==> src/rtl/uart_cmd_rx.sv <==
// uart_cmd_rx: decodes ASCII commands arriving from the UART RX FIFO into
// CPU control pulses and a hex start address.
//   S/s      -> step pulse
//   R/r      -> cpu_reset pulse
//   A/a      -> begin an address of exactly HEX_DIGITS hex digits, ended by CR or LF
//   CR/LF/sp -> ignored while in command mode
// Optional feature macro: UART_ECHO_EN. When it is defined, each accepted
// byte is echoed to the TX FIFO, and the echo waits while tx_full is high.
//
// state   | meaning
// --------+--------------------------------------------------------------
// GET     | wait for an RX byte, latch it and decode it into registered pulses
// DECODE  | rd and the action pulse are visible for this one cycle
// ECHO    | wait for TX room, then push the accepted byte (UART_ECHO_EN only)
module uart_cmd_rx #(
    parameter logic [31:0] RESET_ADDR = 32'h0000_0000,
    parameter int          HEX_DIGITS = 8
) (
    input  logic        clk,
    input  logic        reset,
    input  logic        rx_empty,
    input  logic [7:0]  r_data,
    output logic        rd,
    input  logic        tx_full,
    output logic [7:0]  w_data,
    output logic        wr,
    output logic        step,
    output logic        cpu_reset,
    output logic [31:0] start_addr,
    output logic        addr_load,
    output logic        err
);

    localparam logic [3:0] HEX_CNT = 4'(HEX_DIGITS);

    typedef enum logic [1:0] {
        ST_GET    = 2'd0,
        ST_DECODE = 2'd1,
        ST_ECHO   = 2'd2
    } state_t;

    typedef enum logic {
        MODE_CMD  = 1'b0,
        MODE_ADDR = 1'b1
    } mode_t;

    state_t      state_q, state_d;
    mode_t       mode_q, mode_d;
    logic [3:0]  cnt_q, cnt_d;
    logic [31:0] acc_q, acc_d;
    logic [7:0]  byte_q, byte_d;
    logic [31:0] addr_q, addr_d;
    logic        rd_q, rd_d;
    logic        step_q, step_d;
    logic        cpu_reset_q, cpu_reset_d;
    logic        addr_load_q, addr_load_d;
    logic        err_q, err_d;
    logic        wr_q, wr_d;
    logic [7:0]  w_data_q, w_data_d;

    function automatic logic is_hex(input logic [7:0] b);
        return (b >= 8'h30 && b <= 8'h39) ||
               (b >= 8'h41 && b <= 8'h46) ||
               (b >= 8'h61 && b <= 8'h66);
    endfunction

    // Letters A-F and a-f both have 1..6 in their low nibble, so adding 9
    // gives 10..15.
    function automatic logic [3:0] hex_nibble(input logic [7:0] b);
        return (b <= 8'h39) ? b[3:0] : (b[3:0] + 4'd9);
    endfunction

    // Next-state, datapath and pulse decode. The byte is decoded on the GET
    // edge, so its pulses appear registered in the DECODE cycle.
    always_comb begin
        state_d     = state_q;
        mode_d      = mode_q;
        cnt_d       = cnt_q;
        acc_d       = acc_q;
        byte_d      = byte_q;
        addr_d      = addr_q;
        rd_d        = 1'b0;
        step_d      = 1'b0;
        cpu_reset_d = 1'b0;
        addr_load_d = 1'b0;
        err_d       = 1'b0;
        wr_d        = 1'b0;
        w_data_d    = w_data_q;
        case (state_q)
            ST_GET: begin
                if (!rx_empty) begin
                    byte_d  = r_data;
                    rd_d    = 1'b1;
                    state_d = ST_DECODE;
                    if (mode_q == MODE_CMD) begin
                        case (r_data)
                            8'h53, 8'h73: step_d      = 1'b1;
                            8'h52, 8'h72: cpu_reset_d = 1'b1;
                            8'h41, 8'h61: begin
                                acc_d  = '0;
                                cnt_d  = '0;
                                mode_d = MODE_ADDR;
                            end
                            8'h0D, 8'h0A, 8'h20: ;
                            default: err_d = 1'b1;
                        endcase
                    end else begin
                        if (is_hex(r_data) && cnt_q < HEX_CNT) begin
                            acc_d = {acc_q[27:0], hex_nibble(r_data)};
                            cnt_d = cnt_q + 4'd1;
                        end else if ((r_data == 8'h0D || r_data == 8'h0A) &&
                                     cnt_q == HEX_CNT) begin
                            addr_d      = acc_q;
                            addr_load_d = 1'b1;
                            mode_d      = MODE_CMD;
                        end else begin
                            err_d  = 1'b1;
                            mode_d = MODE_CMD;
                        end
                    end
                end
            end
            ST_DECODE: begin
                state_d = ST_GET;
`ifdef UART_ECHO_EN
                if (!err_q) state_d = ST_ECHO;
`endif
            end
`ifdef UART_ECHO_EN
            ST_ECHO: begin
                if (!tx_full) begin
                    wr_d     = 1'b1;
                    w_data_d = byte_q;
                    state_d  = ST_GET;
                end
            end
`endif
            default: state_d = ST_GET;
        endcase
    end

    // State and output registers, synchronous reset.
    always_ff @(posedge clk) begin
        if (reset) begin
            state_q     <= ST_GET;
            mode_q      <= MODE_CMD;
            cnt_q       <= '0;
            acc_q       <= '0;
            byte_q      <= '0;
            addr_q      <= RESET_ADDR;
            rd_q        <= 1'b0;
            step_q      <= 1'b0;
            cpu_reset_q <= 1'b0;
            addr_load_q <= 1'b0;
            err_q       <= 1'b0;
            wr_q        <= 1'b0;
            w_data_q    <= '0;
        end else begin
            state_q     <= state_d;
            mode_q      <= mode_d;
            cnt_q       <= cnt_d;
            acc_q       <= acc_d;
            byte_q      <= byte_d;
            addr_q      <= addr_d;
            rd_q        <= rd_d;
            step_q      <= step_d;
            cpu_reset_q <= cpu_reset_d;
            addr_load_q <= addr_load_d;
            err_q       <= err_d;
            wr_q        <= wr_d;
            w_data_q    <= w_data_d;
        end
    end

    assign rd         = rd_q;
    assign step       = step_q;
    assign cpu_reset  = cpu_reset_q;
    assign addr_load  = addr_load_q;
    assign err        = err_q;
    assign start_addr = addr_q;

`ifdef UART_ECHO_EN
    assign wr     = wr_q;
    assign w_data = w_data_q;
`else
    // Without echo the TX side is tied off. The echo registers stay at
    // their reset values and are not connected to any output.
    logic unused_echo;
    assign unused_echo = ^{tx_full, byte_q, wr_q, w_data_q};
    assign wr     = 1'b0;
    assign w_data = 8'h00;
`endif

endmodule

==> config.mk <==
export PLATFORM = sky130hd
export DESIGN_NAME = uart_cmd_rx
export DESIGN_NICKNAME = d
export VERILOG_FILES = /design/src/rtl/uart_cmd_rx.sv
export SDC_FILE = /design/constraint.sdc
export NUM_CORES = 1
export LEC_CHECK = 0
export BUFFER_PORTS_ARGS = -buffer_cell sky130_fd_sc_hd__buf_2
export CAP_MARGIN = 20
export CORE_UTILIZATION = 51
export CTS_BUF_LIST = sky130_fd_sc_hd__clkbuf_8
export CTS_CLUSTER_SIZE = 14
export DETAILED_ROUTE_END_ITERATION = 10
export PLACE_DENSITY = 0.77
export SYNTH_ARGS = -nofsm -noshare
export SYNTH_HDL_FRONTEND = slang
export SYNTH_SLANG_ARGS = --single-unit
==> constraint.sdc <==
create_clock -name clk -period 1.9 [get_ports clk]
set_input_delay 0.38 -clock clk [delete_from_list [all_inputs] [get_ports clk]]
set_output_delay 0.38 -clock clk [all_outputs]
set_load 0.02 [all_outputs]
==> flow_summary_export.csv <==
group,metric,value,unit
run_status,status,"complete, no violations",
timing,post-route-period-util,0.9187,
critical_path,cp.depth,9,
global_route,grt_pass1_vias,2253,
critical_path,timing.rr.end,"start_addr[29]",
synthesis,syn_inst,317,
global_route,grt_max_degree,76,
clocking,clk_pin_slew,0.07,ns
floorplan,die_area,0.006252,mm^2
clocking,hold_buffers,0,
timing,slew_headroom,0.6190,
critical_path,r2r_slack,0.18,ns
critical_path,cp-start-kind,"input pin",
critical_path,crit_path_end_kind,"flip-flop",
critical_path,crit_slowest_cell,"or4_4",
power_and_ir_drop,p_per_area,852.4,mW/mm^2
critical_path,r2r_cells,7,
critical_path,critical_path_arrival,1.94,ns
critical_path,cp-endpoint,"start_addr[29]",
synthesis,yosysWarnings,0,
critical_path,crit_fanout,30,
hold_path,hold_path.class,"in -> reg",
synthesis,synth_mux_area_frac,0.01694,
placed_design,hpwl,4.009,mm
route,drt_iter0_drc,175,
critical_path,critPathRequiredTime,2.10,ns
synthesis,synth-edff-count,0,
route,firstDrtPassIters,5,
global_route,antenna_found_initial,0,
clocking,cts_sinks,75,
synthesis,synth-compound-area-share,0.1731,
timing,finalSetupTns,0,ns
critical_path,crit_chain,"buf_2, inv_1, ha_1, mux2_1, nand4_1, or4_4, buf_12, mux2i_1, nor2_1",
route,vias_per_cell,5.419,
clocking,cts_setup_buffers,0,
critical_path,timing.rr.start,"cnt_q[1]",
timing,slew_viol_final,0,
timing,setup_viol,0,
clocking,clock-root-buffer,"clkbuf_8",
critical_path,cpPeakStageDelay,0.50,ns
final_layout,area_delta_synth_final,23.05,%
final_layout,fillers,469,
synthesis,yosys_most_used_dff,"dfxtp_1",
clocking,htree_levels,3,
final_layout,final_nets,401,
critical_path,crit_type,"in -> reg",
floorplan,core_area,0.005608,mm^2
power_and_ir_drop,p_leak,1.544,nW
final_layout,antenna_cells,0,
timing,rsz0062_at_grt,"no",
floorplan,boundaryPins,58,
route,wl_per_cell,13.72,um
route,antenna_left,0,
critical_path,crit_buf_inv,3,
route,drt-total-wl,6.282,mm
timing,finalCriticalPeriod,1.746,ns
placed_design,io_buffers,47,
synthesis,synth-async-reset-ratio,0,
power_and_ir_drop,ir_drop,0.4225,mV
placed_design,dpl.cell_count,442,
global_route,grt_usage,0.2045,
synthesis,ys_seq_elements,75,
critical_path,crit_family,"simple AND/OR/NAND/NOR gates",
synthesis,synth_top_family_by_area,"simple AND/OR/NAND/NOR gates",
clocking,cts_max_path_buffers,2,
final_layout,instances_no_fill,458,
clocking,clock_latency,0.34,ns
floorplan,rows,27,
synthesis,yosysSeqAreaShare,0.4957,
global_route,overflow,0,
timing,hold_viol,0,
placed_design,place_congestion,0.8446,
clocking,cts_tree,"done",
route,drcViolationCount,0,
floorplan,start_util,0.5402,
timing,fin_ws,0.1544,ns
synthesis,synthSimpleGateAreaFrac,0.1958,
floorplan,fp.dieW,79.07,um
synthesis,netlist-cell-type-count,41,
global_route,grt_pass1_wl,9.977,mm
timing,worst_hold_slack,0.3662,ns
synthesis,synth_fa_ha_area_frac,0.02891,
placed_design,dp_worst_setup_slack,-0.3624,ns
critical_path,crit_start,"r_data[0]",
timing,tightest_slew,0.5714,ns
synthesis,synthesis.area,0.003029,mm^2
timing,finClkSkew,0.009182,ns
route,num_vias,2482,
floorplan,die_h,79.07,um
final_layout,drive_above_1_share,0.2513,
synthesis,avgSynthCellArea,9.556,um^2
clocking,cts_buffers,9,
synthesis,synth-xor-area-share,0.005783,
clocking,cts_resized,0,
timing,max_freq,572.9,MHz
run,cap_violations,0,
[cell families (layout without fill, tap and decap cells)]
logic type,count (synthesis),in the layout
adder cells (fa/ha/maj),7,7
other,1,9
AO/OA/AOI/OAI,83,83
flip-flops,75,75
XOR/XNOR,2,2
AND/OR/NAND/NOR,97,97
buffers and inverters,47,108
multiplexers,5,5
[per-layer routing]
metal	vias to the layer above	GRT usage	routed length, um
li1	1241	-	-
met1	1160	0.2637	2901
met2	69	0.3216	2948
met3	12	0.04598	317
met4	0	0.1000	114
met5	-	0	0
[worst min-delay path by stage]
stage | startpoint | to | slack [ns] | depth (start not counted)
finish | reset | state_q[0] | 0.37 | 3
global route | reset | rd | 0.40 | 3
CTS | reset | state_q[0] | 0.36 | 3
detailed placement | acc_q[29] | acc_q[29] | 0.47 | 2
global placement | start_addr[23] | start_addr[23] | 0.46 | 2
floorplan | acc_q[28] | acc_q[28] | 0.45 | 2
[Yosys cell counts (all sizes together), types with 2 or more instances]
| library cell | count | area [um^2] |
|---|---|---|
| a211o | 2 | 17.52 |
| nand4 | 2 | 12.51 |
| nor2 | 15 | 56.30 |
| a31oi | 2 | 12.51 |
| nand2 | 6 | 22.52 |
| nand3 | 5 | 25.02 |
| nand2b | 29 | 181.4 |
| clkbuf | 13 | 48.80 |
| or4 | 2 | 15.01 |
| or3 | 3 | 18.77 |
| mux2i | 4 | 40.04 |
| buf | 19 | 145.1 |
| a21oi | 4 | 23.77 |
| o22ai | 24 | 150.1 |
| inv | 15 | 56.30 |
| and3 | 3 | 18.77 |
| o32ai | 8 | 70.07 |
| ha | 7 | 87.58 |
| nand3b | 29 | 217.7 |
| o21ai | 33 | 165.2 |
| dfxtp | 75 | 1501 |
| a211oi | 2 | 15.01 |
[cells in the final DEF, fill, tap and decap left out, types with 2 or more instances in the layout]
cell and n:
buf_2 47, nand2b_1 29, or3_1 3, inv_1 15
clkbuf_8 9, nand4_1 2, o22ai_1 24, o32ai_1 8
bufinv_16 3, buf_12 4, nand3_1 5, nand2_1 6
a211oi_1 2, nand3b_1 29, buf_4 26, conb_1 9
a21oi_1 3, a31oi_1 2, ha_1 6, a211o_1 2
o21ai_1 14, nor2_1 15, o21ai_0 19, dfxtp_1 75
mux2i_1 4, and3_1 3
[through the flow]
| step | cell area, um^2 | power [mW] | util |
|---|---|---|---|
| after global routing | 3727 | 3.276 | 0.6647 |
| after CTS | 3700 | 3.182 | 0.6598 |
| final | 3727 | 3.177 | 0.6647 |
| after global placement | 3470 | 1.775 | 0.6187 |
| after detailed placement | 3470 | 1.778 | 0.6187 |
| after floorplan | 3065 | 1.722 | - |
[sequential cells by signal (all words and copies together) (netlist names)]
register,cells
step,1
mode_q,1
state_q,1
err,1
addr_load,1
acc_q,32
start_addr,32
rd,1
cpu_reset,1
cnt_q,4
[area by class of cell]
| class | count | area [um^2] | area share |
|---|---|---|---|
| clock buffers | 9 | 123.9 | 0.03323 |
| repair buffers | 78 | 535.5 | 0.1437 |
| flip-flops and latches | 75 | 1501 | 0.4028 |
| clock inverters | 6 | 106.4 | 0.02853 |
| inverters | 15 | 56.30 | 0.01511 |
| multi-input cells | 203 | 1314 | 0.3525 |
| well taps | 72 | 90.09 | 0.02417 |
[power by group]
part / switching [mW] / total [mW] / internal (mW)
clock: 0.577 / 1.43 / 0.858
combinational: 0.0903 / 0.167 / 0.0766
sequential: 0.00115 / 1.58 / 1.57
total: 0.668 / 3.18 / 2.51
[tightest hold or removal path, stage by stage]
cell and delay, ns:
buf_2 0.08, or3_1 0.15, inv_1 0.05
Note: power is estimated with default switching activity, not from simulation.
